==> config.mk <==
export PLATFORM = sky130hd
export DESIGN_NAME = instr_fetch_unit_flat
export DESIGN_NICKNAME = d
export VERILOG_FILES = /design/src/rtl/instr_fetch_unit_if.sv /design/src/rtl/instr_fetch_unit.sv /design/src/flat_wrapper.sv
export SDC_FILE = /design/constraint.sdc
export NUM_CORES = 1
export LEC_CHECK = 0
export ABC_AREA = 1
export BUFFER_PORTS_ARGS = -buffer_cell sky130_fd_sc_hd__buf_4
export CAP_MARGIN = 20
export CORE_ASPECT_RATIO = 1.4
export CORE_MARGIN = 3
export CORE_UTILIZATION = 30
export DETAILED_ROUTE_END_ITERATION = 7
export PLACE_DENSITY = 0.46
export SYNTH_ARGS = -nofsm -noshare
export SYNTH_HDL_FRONTEND = slang
export SYNTH_SLANG_ARGS = --single-unit
export TNS_END_PERCENT = 10
==> constraint.sdc <==
create_clock -name clk -period 2.7 [get_ports clk]
set_input_delay 0.54 -clock clk [delete_from_list [all_inputs] [get_ports clk]]
set_output_delay 0.54 -clock clk [all_outputs]
set_load 0.01 [all_outputs]
==> src/rtl/instr_fetch_unit_if.sv <==
// Bus bundle for instr_fetch_unit: imem request/grant/response, decode valid/ready, redirect.
// master = fetch unit side, slave = memory/decode/branch-resolution side.
interface instr_fetch_unit_if #(
    parameter int XLEN = 32
);
    logic            imem_req;
    logic [XLEN-1:0] imem_addr;
    logic            imem_gnt;
    logic            imem_rvalid;
    logic [XLEN-1:0] imem_rdata;

    logic            id_valid;
    logic            id_ready;
    logic [XLEN-1:0] id_instr;
    logic [XLEN-1:0] id_pc;
    logic [6:0]      id_opcode;

    logic            redirect;
    logic [XLEN-1:0] redirect_pc;
    logic            fetch_misalign;

    modport master (
        output imem_req, imem_addr,
        input  imem_gnt, imem_rvalid, imem_rdata,
        output id_valid, id_instr, id_pc, id_opcode,
        input  id_ready,
        input  redirect, redirect_pc,
        output fetch_misalign
    );

    modport slave (
        input  imem_req, imem_addr,
        output imem_gnt, imem_rvalid, imem_rdata,
        input  id_valid, id_instr, id_pc, id_opcode,
        output id_ready,
        output redirect, redirect_pc,
        input  fetch_misalign
    );
endinterface

==> src/rtl/instr_fetch_unit.sv <==
// RISC-V instruction fetch front end: PC, credit-limited imem requests, response FIFO, redirect flush.
// Optional misaligned-redirect trap enabled by defining IFETCH_MISALIGN_CHECK_EN.
module instr_fetch_unit #(
    parameter int              XLEN            = 32,
    parameter logic [XLEN-1:0] RESET_PC        = '0,
    parameter int              FIFO_DEPTH      = 4,
    parameter int              MAX_OUTSTANDING = 2
) (
    input  logic                clk,
    input  logic                reset_n,
    instr_fetch_unit_if.master  bus
);

    localparam int              PW      = $clog2(FIFO_DEPTH);
    localparam int              CW      = $clog2(FIFO_DEPTH + MAX_OUTSTANDING + 1);
    localparam int unsigned     DEPTH_U = FIFO_DEPTH;
    localparam logic [CW-1:0]   C_DEPTH = CW'(FIFO_DEPTH);
    localparam logic [CW-1:0]   C_MAXO  = CW'(MAX_OUTSTANDING);
    localparam logic [CW-1:0]   C_ONE   = CW'(1);
    localparam logic [XLEN-1:0] C_STEP  = XLEN'(4);

    typedef enum logic [1:0] {
        S_BOOT,
        S_RUN,
        S_FLUSH
    } state_t;

    state_t          r_state;
    state_t          w_state_nxt;

    logic [XLEN-1:0] r_fetch_pc;
    logic [XLEN-1:0] r_resp_pc;
    logic [CW-1:0]   r_outstanding;
    logic [CW-1:0]   r_discard;
    logic [CW-1:0]   r_count;
    logic [PW-1:0]   r_wptr;
    logic [PW-1:0]   r_rptr;
    logic            r_misalign;
    logic [XLEN-1:0] r_fifo_instr [FIFO_DEPTH];
    logic [XLEN-1:0] r_fifo_pc    [FIFO_DEPTH];

    logic            w_redirect;
    logic [XLEN-1:0] w_redirect_pc;
    logic            w_redirect_bad;
    logic            w_issue;
    logic            w_ret;
    logic            w_push;
    logic            w_pop;
    logic [CW-1:0]   w_out_nxt;

`ifdef IFETCH_MISALIGN_CHECK_EN
    assign w_redirect_pc      = bus.redirect_pc;
    assign w_redirect_bad     = |bus.redirect_pc[1:0];
    assign bus.fetch_misalign = r_misalign;
`else
    assign w_redirect_pc      = bus.redirect_pc & ~XLEN'(3);
    assign w_redirect_bad     = 1'b0;
    assign bus.fetch_misalign = 1'b0;
`endif

    assign w_redirect = bus.redirect && (r_state != S_BOOT);
    assign w_issue    = bus.imem_req && bus.imem_gnt;
    assign w_ret      = bus.imem_rvalid;
    // A grant in the redirect cycle is already in flight, so it is counted as stale.
    assign w_out_nxt  = r_outstanding + CW'(w_issue) - CW'(w_ret);
    assign w_push     = w_ret && (r_state == S_RUN) && !w_redirect;
    assign w_pop      = (r_count != '0) && bus.id_ready;

    always_ff @(posedge clk or negedge reset_n) begin
        if (!reset_n) begin
            r_state <= S_BOOT;
        end else begin
            r_state <= w_state_nxt;
        end
    end

    always_comb begin
        w_state_nxt = r_state;
        case (r_state)
            S_BOOT:  w_state_nxt = S_RUN;
            S_RUN:   if (w_redirect && (w_out_nxt != '0)) w_state_nxt = S_FLUSH;
            S_FLUSH: begin
                if (w_redirect) begin
                    if (w_out_nxt == '0) w_state_nxt = S_RUN;
                end else if (w_ret && (r_discard == C_ONE)) begin
                    w_state_nxt = S_RUN;
                end
            end
            default: w_state_nxt = S_BOOT;
        endcase
    end

    always_comb begin
        bus.imem_req = 1'b0;
        if ((r_state == S_RUN) && !r_misalign &&
            ((r_outstanding + r_count) < C_DEPTH) && (r_outstanding < C_MAXO)) begin
            bus.imem_req = 1'b1;
        end
    end

    always_ff @(posedge clk or negedge reset_n) begin
        if (!reset_n) begin
            r_fetch_pc    <= RESET_PC;
            r_resp_pc     <= RESET_PC;
            r_outstanding <= '0;
            r_discard     <= '0;
            r_count       <= '0;
            r_wptr        <= '0;
            r_rptr        <= '0;
            r_misalign    <= 1'b0;
            for (int unsigned i = 0; i < DEPTH_U; i++) begin
                r_fifo_instr[i] <= '0;
                r_fifo_pc[i]    <= '0;
            end
        end else begin
            r_outstanding <= w_out_nxt;
            if (w_redirect) begin
                r_fetch_pc <= w_redirect_pc;
                r_resp_pc  <= w_redirect_pc;
                r_misalign <= w_redirect_bad;
                r_discard  <= w_out_nxt;
                r_count    <= '0;
                r_wptr     <= '0;
                r_rptr     <= '0;
            end else begin
                if (w_issue) begin
                    r_fetch_pc <= r_fetch_pc + C_STEP;
                end
                if ((r_state == S_FLUSH) && w_ret) begin
                    r_discard <= r_discard - C_ONE;
                end
                if (w_push) begin
                    r_fifo_instr[r_wptr] <= bus.imem_rdata;
                    r_fifo_pc[r_wptr]    <= r_resp_pc;
                    r_wptr               <= r_wptr + 1'b1;
                    r_resp_pc            <= r_resp_pc + C_STEP;
                end
                if (w_pop) begin
                    r_rptr <= r_rptr + 1'b1;
                end
                r_count <= r_count + CW'(w_push) - CW'(w_pop);
            end
        end
    end

    assign bus.imem_addr = r_fetch_pc;
    assign bus.id_valid  = (r_count != '0);
    assign bus.id_instr  = r_fifo_instr[r_rptr];
    assign bus.id_pc     = r_fifo_pc[r_rptr];
    assign bus.id_opcode = r_fifo_instr[r_rptr][6:0];

    a_no_overflow: assert property (@(posedge clk) disable iff (!reset_n)
        !(w_push && (r_count == C_DEPTH)));

    a_req_hold: assert property (@(posedge clk) disable iff (!reset_n)
        (bus.imem_req && !bus.imem_gnt && !w_redirect) |=> (bus.imem_req && $stable(bus.imem_addr)));

endmodule

==> src/flat_wrapper.sv <==
// flat-port wrapper written by rule: the top's interface ports become plain ports
module instr_fetch_unit_flat 
#(
    parameter int              XLEN            = 32,
    parameter logic [XLEN-1:0] RESET_PC        = '0,
    parameter int              FIFO_DEPTH      = 4,
    parameter int              MAX_OUTSTANDING = 2
)
  (clk, reset_n, bus_imem_req, bus_imem_addr, bus_imem_gnt, bus_imem_rvalid, bus_imem_rdata, bus_id_valid, bus_id_instr, bus_id_pc, bus_id_opcode, bus_id_ready, bus_redirect, bus_redirect_pc, bus_fetch_misalign);
  instr_fetch_unit_if #(.XLEN(XLEN)) bus_i ();
  input  logic clk;
  input  logic reset_n;
  output wire logic [$bits(bus_i.imem_req)-1:0] bus_imem_req;
  output wire logic [$bits(bus_i.imem_addr)-1:0] bus_imem_addr;
  input wire logic [$bits(bus_i.imem_gnt)-1:0] bus_imem_gnt;
  input wire logic [$bits(bus_i.imem_rvalid)-1:0] bus_imem_rvalid;
  input wire logic [$bits(bus_i.imem_rdata)-1:0] bus_imem_rdata;
  output wire logic [$bits(bus_i.id_valid)-1:0] bus_id_valid;
  output wire logic [$bits(bus_i.id_instr)-1:0] bus_id_instr;
  output wire logic [$bits(bus_i.id_pc)-1:0] bus_id_pc;
  output wire logic [$bits(bus_i.id_opcode)-1:0] bus_id_opcode;
  input wire logic [$bits(bus_i.id_ready)-1:0] bus_id_ready;
  input wire logic [$bits(bus_i.redirect)-1:0] bus_redirect;
  input wire logic [$bits(bus_i.redirect_pc)-1:0] bus_redirect_pc;
  output wire logic [$bits(bus_i.fetch_misalign)-1:0] bus_fetch_misalign;
  assign bus_imem_req = bus_i.imem_req;
  assign bus_imem_addr = bus_i.imem_addr;
  assign bus_i.imem_gnt = bus_imem_gnt;
  assign bus_i.imem_rvalid = bus_imem_rvalid;
  assign bus_i.imem_rdata = bus_imem_rdata;
  assign bus_id_valid = bus_i.id_valid;
  assign bus_id_instr = bus_i.id_instr;
  assign bus_id_pc = bus_i.id_pc;
  assign bus_id_opcode = bus_i.id_opcode;
  assign bus_i.id_ready = bus_id_ready;
  assign bus_i.redirect = bus_redirect;
  assign bus_i.redirect_pc = bus_redirect_pc;
  assign bus_fetch_misalign = bus_i.fetch_misalign;
  instr_fetch_unit #(.XLEN(XLEN), .RESET_PC(RESET_PC), .FIFO_DEPTH(FIFO_DEPTH), .MAX_OUTSTANDING(MAX_OUTSTANDING)) u_core (.clk(clk), .reset_n(reset_n), .bus(bus_i));
endmodule
==> results of run 1 <==
-- registers in the layout, summed over array words and instances, names as in the netlist, 3 cells and up --
register and flops:
u_core.r_resp_pc 30, u_core.bus.imem_addr 30, u_core.r_outstanding 3, u_core.r_count 3
u_core.r_fifo_pc 120, u_core.r_discard 3, u_core.r_fifo_instr 128
-- final timing paths --
check / startpoint / endpoint / slack, ps / cells after the start
hold / removal: bus_redirect_pc[16] / u_core.bus.imem_addr[16]$_DFFE_PN0P_ / 260 / 3
setup / recovery: u_core.r_rptr[0]$_DFFE_PN0P_ / bus_id_pc[10] / 90 / 4
setup reg to reg: u_core.r_count[1]$_DFF_PN0_ / u_core.r_state[1]$_DFFE_PN0P_ / 320 / 14
min in group asynchronous: reset_n / u_core.r_fifo_instr[21]$_DFFE_PN0P_ / 520 / 2
max in group asynchronous: reset_n / u_core.r_fifo_pc[35]$_DFFE_PN0P_ / 1280 / 3
hold reg to reg: u_core.r_fifo_pc[66]$_DFFE_PN0P_ / u_core.r_fifo_pc[66]$_DFFE_PN0P_ / 480 / 2
-- repair_timing --
item,in CTS,in global routing
endpoints found under the setup margin,2,19
buffers inserted,0,0
gates resized for setup,1,5
hold endpoints to repair,35,0
pin swaps,0,1
gates cloned,0,2
hold buffers,1,0
-- layout make-up --
type                    instances  area, um^2  share of cell area, %
repair buffers                201        1760                   9.09
clock buffers                  56        1150                   5.95
inverters                     150         571                   2.95
clock inverters                11         121                  0.628
well taps                     714         893                   4.62
flip-flops and latches        323        8090                   41.9
multi-input cells            1471        6740                   34.9
-- synth_stat cells (2+ instances only) --
| cell type | number |
|---|---|
| nand2_1 | 593 |
| a21oi_1 | 19 |
| a22oi_1 | 2 |
| nand4_1 | 6 |
| clkbuf_1 | 66 |
| clkinv_1 | 2 |
| o21ai_1 | 167 |
| inv_2 | 2 |
| o211ai_1 | 4 |
| nor2_4 | 2 |
| buf_4 | 13 |
| ha_1 | 14 |
| nand2_4 | 4 |
| a21boi_0 | 4 |
| nor2_1 | 234 |
| xor2_1 | 9 |
| o22ai_1 | 62 |
| a31oi_1 | 9 |
| buf_6 | 28 |
| and2_1 | 2 |
| o21ai_2 | 8 |
| o21ai_0 | 240 |
| nand3_1 | 71 |
| inv_1 | 145 |
| buf_8 | 5 |
| nor3_1 | 2 |
| dfrtp_1 | 323 |
| nand2_2 | 2 |
| buf_2 | 14 |
| fa_1 | 2 |
-- layer usage --
| layer | vias up | routed length (um) | track usage, % |
|---|---|---|---|
| li1 | 6931 | - | - |
| met3 | 79 | 2450 | 2.94 |
| met1 | 6580 | 21300 | 22.0 |
| met4 | 0 | 1320 | 4.96 |
| met5 | - | 0 | 0 |
| met2 | 339 | 23900 | 29.2 |
-- through the flow --
stage | util [%] | std cells | total power [mW] | worst slack (ps)
finish | 36.3 | 2926 | 23.1 | 94.5
global route | 36.3 | 2926 | 25.0 | 14.3
CTS | 36.2 | 2924 | 23.4 | -13.7
detailed placement | 33.8 | 2856 | 18.0 | 303
global placement | 33.8 | 2856 | 17.8 | 310
floorplan | - | 2070 | 13.8 | 429
-- worst max-delay path: cells and delay by family, from the launching register on --
kind	cells	cell delay, ps
flip-flops	1	470
buffers and inverters	2	490
AO/OA/AOI/OAI	2	560
-- power by group --
part           leakage [nW]  switching [mW]  internal, mW  total [mW]
clock network         0.627            2.07          3.13        5.20
registers              4.21            1.33          6.74        8.07
logic                  4.52            5.90          3.89        9.79
-- cells by family after synthesis --
group / synth area share [%]
AND/OR/NAND/NOR: 22.6
flip-flops: 50.0
adder cells (fa/ha/maj): 1.33
buffers and inverters: 8.48
XOR/XNOR: 0.488
other: 0.0232
AO/OA/AOI/OAI: 17.0
-- placed cells by master (no fill, tap or decap), drive strengths merged, types with 2 or more instances in the layout --
master,instances
clkbuf,58
nand2,599
conb,5
nand4,7
a31oi,9
a21oi,20
o22ai,62
fa,2
clkinvlp,2
dfrtp,323
inv,150
ha,14
clkinv,7
o21ai,415
xor2,9
and2,2
a22oi,2
nand3,71
a21boi,4
nor2,238
o211ai,4
buf,198
bufinv,2
nor3,2
==> metrics.csv, run 1 <==
stage;metric;value;unit
layout;Layout fillers;5668;
sta;Setup Skew;33.8;ps
clocking;Max clock buf depth;3;
grt;number of global-route vias before repair;13700;
critical_path;WS Path Type;reg -> out;
clocking;TritonCTS clock tree;built;
critical_path;slowest stage delay, CP;470;ps
grt;antenna violations before repair;0;
critical_path;Max Fanout on Critical Path;70;
routing;total wire length;49000;um
synthesis;synth unique cells;42;
floorplan;std cell rows;100;
sta;RSZ-0062 raised after global routing;no;
critical_path;Crit. End Element;primary output;
clocking;htree depth;2;
floorplan;die width;202;um
floorplan;die area;56700;um^2
run_status;status;finished, final reports clean;
sta;final period utilization;96.5;%
sta;Min Hold Slack;258;ps
sta;Sum Neg Setup Slack;0;ps
layout;layout net count;2271;
grt;largest net degree at the start of global routing;125;
routing;total number of vias;13900;
routing;first-iteration detailed-routing DRC count;732;
sta;worst rel slew slack;53.5;%
clocking;CTS Sinks;323;
synthesis;asr flop ratio synth;100;%
synthesis;Post-synth top flop;dfrtp_1;
clocking;root buf cell;clkbuf_16;
synthesis;Synth area leaders;dfrtp_1 (50%), nand2_1 (14%), o21ai_0 (7.4%);
synthesis;Synth Instances;2066;
routing;Antenna Nets Post-Route;0;
job;maxcap violations;0;
sta;Slew Viols, Final;0;
synthesis;Syn Std Cell Area;16200;um^2
synthesis;EDFF count, synth;0;
sta;Max Clk Rate;384;MHz
sta;Final Hold Fails;0;
placement;global placement routability congestion;0.867;
routing;DR pass1 iterations;6;
clocking;clock transition at the registers of the reported paths;60;ps
synthesis;Yosys top cell by area;dfrtp_1;
synthesis;synth warn;0;
synthesis;number of synthesized register bits;323;
synthesis;Seq/Total Area, Yosys;50.0;%
power;leakage power;9.35;nW
grt;All-Layer GR Usage;17.0;%
critical_path;Crit-path slowest cell;dfrtp_4;
sta;Setup violations, final;0;
critical_path;CP Cell Sequence;buf_12 > o21ai_0 > o22ai_1 > buf_4;
synthesis;Syn Area/Cell;7.82;um^2
sta;Period minus WS final;2610;ps
layout;fin area;19300;um^2
placement;Area after DPL;18000;um^2
power;VDD IR max;0.544;mV
floorplan;CORE AREA;53200;um^2
layout;synthesis-to-layout area growth;19.5;%
clocking;number of CTS-inserted buffers;38;
critical_path;critical path arrival;2070;ps
layout;n_diodes;0;
clocking;worst skew pair latency;550;ps
routing;drt wl/cell;16.7;um
layout;share of cells above drive strength 1;13.2;%
grt;global route overflow;0;
placement;IO buf count;168;
routing;DRC;0;
routing;Via density;4.76;
critical_path;Critical Path RT;2160;ps
placement;dpl hpwl;31000;um
worst_hold_path;Hold Path Class;in -> reg;
floorplan;Ports;176;
floorplan;Die Y;281;um
synthesis;post-synth top area share;50.0;%
sta;slew of the pin with the lowest slew margin;697;ps
power;pwr dens;1190;nW/um^2
grt;global-route wire length before repair;77300;um
critical_path;Critical Path Source Type;flop;
floorplan;initial core utilization;30.4;%
No activity file was read; power rests on OpenSTA's default activity.
==> run 2: changes to the inputs <==
--- a/config.mk
+++ b/config.mk
@@ -12,7 +12,7 @@
 export CORE_MARGIN = 3
 export CORE_UTILIZATION = 30
 export DETAILED_ROUTE_END_ITERATION = 7
-export PLACE_DENSITY = 0.46
+export PLACE_DENSITY = 0.57
 export SYNTH_ARGS = -nofsm -noshare
 export SYNTH_HDL_FRONTEND = slang
 export SYNTH_SLANG_ARGS = --single-unit
==> run 2 against run 1 <==
Effect of this change: wire length shrank 3.0%; critical path depth grew 1; register-to-register slack got worse by 20 ps; highest routed layer unchanged; largest power group unchanged; fmax is 1.3% higher; largest cell class unchanged.
==> metrics.csv, run 2 (synthesis gave the netlist of run 1 again) <==
stage;metric;value;unit;change
layout;most common cell after layout, fill and taps aside;nand2_1;;
floorplan;CORE AREA;53200;um^2;unchanged
clocking;root buf cell;clkbuf_16;;
sta;Setup Skew;22.2;ps;-11.6 ps
routing;total number of vias;14100;;+1.2%
grt;number of global-route vias before repair;14100;;+2.3%
sta;Final Hold Fails;0;;unchanged
critical_path;Critical Path Source Type;flop;;
placement;IO buf count;168;;unchanged
power;P_sw;9.25;mW;-0.41%
power;Pint;13.8;mW;+0.18%
layout;most frequent cells in the layout;nand2_1 (593), dfrtp_1 (321), o21ai_0 (240), nor2_1 (234), buf_4 (191);;
clocking;TritonCTS clock tree;built;;
routing;drt wl/cell;16.2;um;-3.0%
sta;Setup violations, final;0;;unchanged
critical_path;Crit. End Element;primary output;;
power;pwr dens;1190;nW/um^2;about the same
grt;global-route wire length before repair;76100;um;-1.5%
power;clock share of power;22.6;%;about the same
sta;RSZ-0062 raised after global routing;no;;
clocking;hold buffer count at CTS;0;;-1
layout;n_diodes;0;;unchanged
floorplan;std cell rows;100;;unchanged
grt;All-Layer GR Usage;16.6;%;-0.38 points
floorplan;die width;202;um;unchanged
run_status;status;finished, final reports clean;;
sta;Sum Neg Setup Slack;0;ps;unchanged
sta;Period minus WS final;2570;ps;-32.6 ps
critical_path;Bufs and invs on worst path;3;;+1
critical_path;critical path arrival;2030;ps;-40 ps
sta;Min Hold Slack;14.8;ps;-244 ps
critical_path;Top delay family on crit path;buffers and inverters;;
grt;global route overflow;0;;unchanged
sta;Slew Viols, Final;0;;unchanged
clocking;post-CTS setup buffer count;0;;unchanged
sta;Max Clk Rate;389;MHz;+1.3%
power;Switching Fraction;40.2;%;-0.14 points
power;Gate power share;42.3;%;-0.2 points
layout;max reg flops;128;;unchanged
clocking;number of CTS-inserted buffers;37;;-2.6%
power;VDD IR max;0.454;mV;-17%
critical_path;CP Cell Sequence;inv_6 > buf_4 > o21ai_0 > o22ai_1 > buf_4;;
critical_path;WS Path Type;reg -> out;;
clocking;Max clock buf depth;3;;unchanged
floorplan;Die Y;281;um;unchanged
routing;Via density;4.81;;+1.1%
critical_path;Max Fanout on Critical Path;18;;-74%
floorplan;initial core utilization;30.4;%;unchanged
routing;first-iteration detailed-routing DRC count;805;;+10%
sta;slew of the pin with the lowest slew margin;718;ps;+20.3 ps
placement;dpl hpwl;30900;um;about the same
critical_path;slowest stage delay, CP;530;ps;+60 ps
job;maxcap violations;0;;unchanged
clocking;worst skew pair latency;550;ps;about the same
routing;DR pass1 iterations;5;;-1
power;sequential share of power;35.1;%;about the same
layout;layout net count;2275;;+0.18%
floorplan;Ports;176;;unchanged
layout;share of cells above drive strength 1;13.4;%;+0.26 points
floorplan;die area;56700;um^2;unchanged
critical_path;Critical Path RT;2160;ps;about the same
routing;total wire length;47500;um;-3.0%
power;leakage power;9.35;nW;about the same
clocking;htree depth;2;;unchanged
layout;synthesis-to-layout area growth;19.4;%;about the same
grt;antenna violations before repair;0;;unchanged
layout;Layout fillers;5580;;-1.6%
critical_path;Crit path top cell by count;buf_4;;
placement;global placement routability congestion;0.867;;about the same
sta;final period utilization;95.3;%;-1.2 points
critical_path;Critical Path Stages;5;;+1
worst_hold_path;Hold Path Class;in -> async;;
clocking;clock transition at the registers of the reported paths;60;ps;about the same
clocking;CTS Sinks;323;;unchanged
layout;Top reg by flops;u_core.r_fifo_instr;;
critical_path;R2R cell count;14;;unchanged
grt;largest net degree at the start of global routing;125;;unchanged
sta;worst rel slew slack;52.2;%;-1.3 points
routing;Antenna Nets Post-Route;0;;unchanged
routing;DRC;0;;unchanged
critical_path;Crit-path slowest cell;dfrtp_4;;
layout;Top Registers;u_core.r_fifo_instr: 128 flops, u_core.r_fifo_pc: 120 flops;;
run 2: cell count changes in the layout (fill, tap and decap cells not counted), sizes merged:
cell / previous run / this run
clkbuf: 58 / 55
buf: 198 / 205
dlygate4sd3: 1 / 0
bufinv: 2 / 3
clkinv: 7 / 4
inv: 150 / 151
run 2: per-stage QoR:
step	total power [mW]	util, %	setup slack [ps]	instance area (um^2)	std cells
finish	23.0	36.3	127	19300	2928
global route	25.0	36.3	7.65	19300	2928
CTS	23.3	36.2	-8.28	19300	2927
detailed placement	17.9	33.8	304	18000	2863
global placement	17.7	33.8	289	18000	2863
floorplan	13.8	-	429	16200	2070
run 2: area by class of cell:
type	instances	area [um^2]	share of cell area, %
clock buffers	54	1120	5.81
clock inverters	10	138	0.713
inverters	150	571	2.96
multi-input cells	1471	6760	35.0
flip-flops and latches	323	8090	41.9
well taps	714	893	4.63
repair buffers	206	1730	8.96
run 2: worst paths after layout:
path	start	to	slack (ps)
setup / recovery	u_core.r_rptr[0]$_DFFE_PN0P_	bus_id_pc[23]	130
min in group clk	bus_redirect_pc[16]	u_core.bus.imem_addr[16]$_DFFE_PN0P_	280
hold / removal	reset_n	u_core.r_fifo_instr[84]$_DFFE_PN0P_	10
setup reg to reg	u_core.r_count[1]$_DFF_PN0_	u_core.r_state[1]$_DFFE_PN0P_	300
max in group asynchronous	reset_n	u_core.bus.imem_addr[7]$_DFFE_PN0P_	1890
hold reg to reg	u_core.r_fifo_pc[67]$_DFFE_PN0P_	u_core.r_fifo_pc[67]$_DFFE_PN0P_	480
run 2: per-layer routing:
layer | track usage [%] | wire length [um]
met1 | 20.1 | 19900
met2 | 29.7 | 23700
met3 | 3.32 | 2560
met4 | 5.07 | 1380
met5 | 0 | 0
run 2: power groups by stage:
stage	clock network, mW	logic, mW	registers, mW
global route	5.60	11.0	8.33
global placement	0	9.61	8.05
CTS	5.41	9.87	8.06
detailed placement	0	9.79	8.12
floorplan	0	6.02	7.82
finish	5.22	9.74	8.08
run 2: repair_timing:
item                                    CTS  global route
gates cloned                              0             1
endpoints found under the setup margin   14            12
resized for setup                         5             4
hold endpoints to repair                  0             0
==> run 3: changes to the inputs <==
--- a/config.mk
+++ b/config.mk
@@ -13,6 +13,7 @@
 export CORE_UTILIZATION = 30
 export DETAILED_ROUTE_END_ITERATION = 7
 export PLACE_DENSITY = 0.57
+export RECOVER_POWER = 25
 export SYNTH_ARGS = -nofsm -noshare
 export SYNTH_HDL_FRONTEND = slang
 export SYNTH_SLANG_ARGS = --single-unit
==> run 3 against run 2 <==
Effect of this change: design area down 0.33%; sequential cell count unchanged; sequential share of layout area up 0.14 points; first-iteration DRC count down 0.37%; fmax down 0.22%; hold slack worse by 13 ps; worst setup slack worse by 5.8 ps; clock-buffer cell count unchanged; wire length up 0.23%.
==> metrics.csv, run 3 (synthesis gave the netlist of run 1 again) <==
stage;metric;value;unit;change
layout;Top reg by flops;u_core.r_fifo_instr;;
sta;Setup violations, final;0;;unchanged
placement;global placement routability congestion;0.867;;unchanged
critical_path;WS Path Type;reg -> out;;
run_status;status;finished, final reports clean;;
power;Pint;13.8;mW;about the same
layout;multi-input logic area;6760;um^2;unchanged
layout;n_diodes;0;;unchanged
critical_path;crit path from;u_core.r_rptr[0]$_DFFE_PN0P_;;
sta;Setup Skew;22.6;ps;+0.386 ps
routing;drt wl/cell;16.3;um;+0.23%
routing;DR pass1 iterations;5;;unchanged
power;overall power;23.0;mW;about the same
layout;max reg flops;128;;unchanged
power;clock share of power;22.7;%;about the same
routing;total wire length;47600;um;+0.23%
power;leakage power;9.32;nW;-0.36%
placement;dpl hpwl;30900;um;unchanged
clocking;number of CTS-inserted buffers;37;;unchanged
layout;final core utilization;36.2;%;-0.12 points
sta;final period utilization;95.5;%;+0.21 points
grt;All-Layer GR Usage;16.6;%;unchanged
clocking;worst skew pair latency;550;ps;about the same
placement;Area after DPL;18000;um^2;unchanged
routing;DRC;0;;unchanged
job;maxcap violations;0;;unchanged
layout;most frequent cells in the layout;nand2_1 (593), dfrtp_1 (321), o21ai_0 (240), nor2_1 (234), buf_4 (186);;
layout;fin area;19200;um^2;-0.33%
routing;first-iteration detailed-routing DRC count;802;;-0.37%
critical_path;Max Fanout on Critical Path;18;;unchanged
routing;Via density;4.82;;+0.19%
floorplan;std cell rows;100;;unchanged
critical_path;Reg2Reg Setup Slack;300;ps;about the same
power;Gate power share;42.3;%;about the same
sta;slew of the pin with the lowest slew margin;1310;ps;+590 ps
sta;Sum Neg Setup Slack;0;ps;unchanged
clocking;Max clock buf depth;3;;unchanged
sta;Final Hold Fails;0;;unchanged
grt;global-route wire length before repair;76100;um;unchanged
power;pwr dens;1200;nW/um^2;+0.34%
routing;Antenna Nets Post-Route;0;;unchanged
placement;IO buf count;168;;unchanged
grt;number of global-route vias before repair;14100;;unchanged
critical_path;critical path arrival;2040;ps;about the same
grt;largest net degree at the start of global routing;125;;unchanged
routing;total number of vias;14100;;+0.19%
critical_path;Critical Path Source Type;flop;;
layout;Top Registers;u_core.r_fifo_instr: 128 flops, u_core.r_fifo_pc: 120 flops;;
sta;worst rel slew slack;12.8;%;-39 points
layout;Layout fillers;5592;;+0.22%
layout;synthesis-to-layout area growth;19.0;%;
worst_hold_path;Hold Path Class;in -> async;;
clocking;CTS Sinks;323;;unchanged
clocking;TritonCTS clock tree;built;;
critical_path;Critical Path RT;2160;ps;about the same
floorplan;Die Y;281;um;unchanged
sta;RSZ-0062 raised after global routing;no;;
floorplan;CORE AREA;53200;um^2;unchanged
floorplan;die area;56700;um^2;unchanged
sta;Min Hold Slack;1.54;ps;-13.3 ps
critical_path;R2R cell count;14;;unchanged
layout;layout net count;2275;;unchanged
sta;Slew Viols, Final;0;;unchanged
layout;most common cell after layout, fill and taps aside;nand2_1;;
layout;Reg area;8090;um^2;unchanged
power;sequential share of power;35.1;%;about the same
clocking;hold buffer count at CTS;0;;unchanged
clocking;root buf cell;clkbuf_16;;
sta;Max Clk Rate;388;MHz;-0.22%
critical_path;Crit. End Element;primary output;;
clocking;htree depth;2;;unchanged
critical_path;reg2reg start;u_core.r_count[1]$_DFF_PN0_;;
floorplan;die width;202;um;unchanged
critical_path;crit path to;bus_id_pc[23];;
power;Switching Fraction;40.2;%;+0.052 points
critical_path;R2R Path End;u_core.r_state[1]$_DFFE_PN0P_;;
grt;global route overflow;0;;unchanged
clocking;clock transition at the registers of the reported paths;60;ps;about the same
clocking;post-CTS setup buffer count;0;;unchanged
power;P_sw;9.27;mW;+0.13%
grt;antenna violations before repair;0;;unchanged
floorplan;initial core utilization;30.4;%;unchanged
sta;Period minus WS final;2580;ps;+5.78 ps
power;VDD IR max;0.454;mV;about the same
layout;share of cells above drive strength 1;13.2;%;-0.23 points
floorplan;Ports;176;;unchanged
-- run 3: cell types whose count changed in the layout (fill, tap and decap cells not counted), sizes merged --
cell / delta
buf: -8
clkbuf: +8
-- run 3: critical path, cell delays in order, from the launching register on --
cell,delay (ps)
dfrtp_4,520
inv_6,180
buf_4,260
o21ai_0,110
o22ai_1,230
buf_4,180
-- run 3: through the flow --
| step | worst slack (ps) | instances |
|---|---|---|
| floorplan | 429 | 2070 |
| global placement | 289 | 2863 |
| detailed placement | 304 | 2863 |
| CTS | -8.28 | 2927 |
| global route | 7.65 | 2928 |
| finish | 121 | 2928 |
-- run 3: repair_timing --
action / CTS / global route
pin swaps: 0 / 0
endpoints found under the setup margin: 14 / 12
resized for setup: 5 / 4
gates cloned: 0 / 1
endpoints found under the hold margin: 0 / 0
-- run 3: power by group through the flow --
stage,registers (mW),clock network [mW],logic [mW]
after floorplan,7.82,0,6.02
after global placement,8.05,0,9.61
after detailed placement,8.12,0,9.79
after CTS,8.06,5.41,9.87
after global routing,8.33,5.60,11.0
final,8.09,5.22,9.74
-- run 3: area by class of cell --
cell class | count | area share [%]
clock buffer | 54 | 5.83
clock inverter | 10 | 0.715
inverter | 150 | 2.97
multi-input combinational | 1471 | 35.1
sequential | 323 | 42.0
tap | 714 | 4.64
timing repair buffer | 206 | 8.66
-- run 3: worst min path at each step --
stage | endpoint | slack (ps) | cells after the start
after floorplan | u_core.bus.imem_addr[10]$_DFFE_PN0P_ | 240 | 0
after global placement | u_core.r_fifo_pc[66]$_DFFE_PN0P_ | 460 | 2
after detailed placement | u_core.r_fifo_pc[67]$_DFFE_PN0P_ | 470 | 2
after CTS | u_core.r_fifo_instr[79]$_DFFE_PN0P_ | 10 | 1
after global routing | u_core.r_fifo_instr[47]$_DFFE_PN0P_ | 20 | 1
final | u_core.r_fifo_instr[84]$_DFFE_PN0P_ | 2 | 1
-- run 3: per-layer routing --
| layer | vias to the layer above | global-route usage [%] | wire length, um |
|---|---|---|---|
| met5 | - | 0 | 0 |
| met1 | 6752 | 20.1 | 20100 |
| met2 | 350 | 29.7 | 23700 |
| met4 | 0 | 5.07 | 1420 |
| li1 | 6938 | - | - |
| met3 | 79 | 3.32 | 2400 |
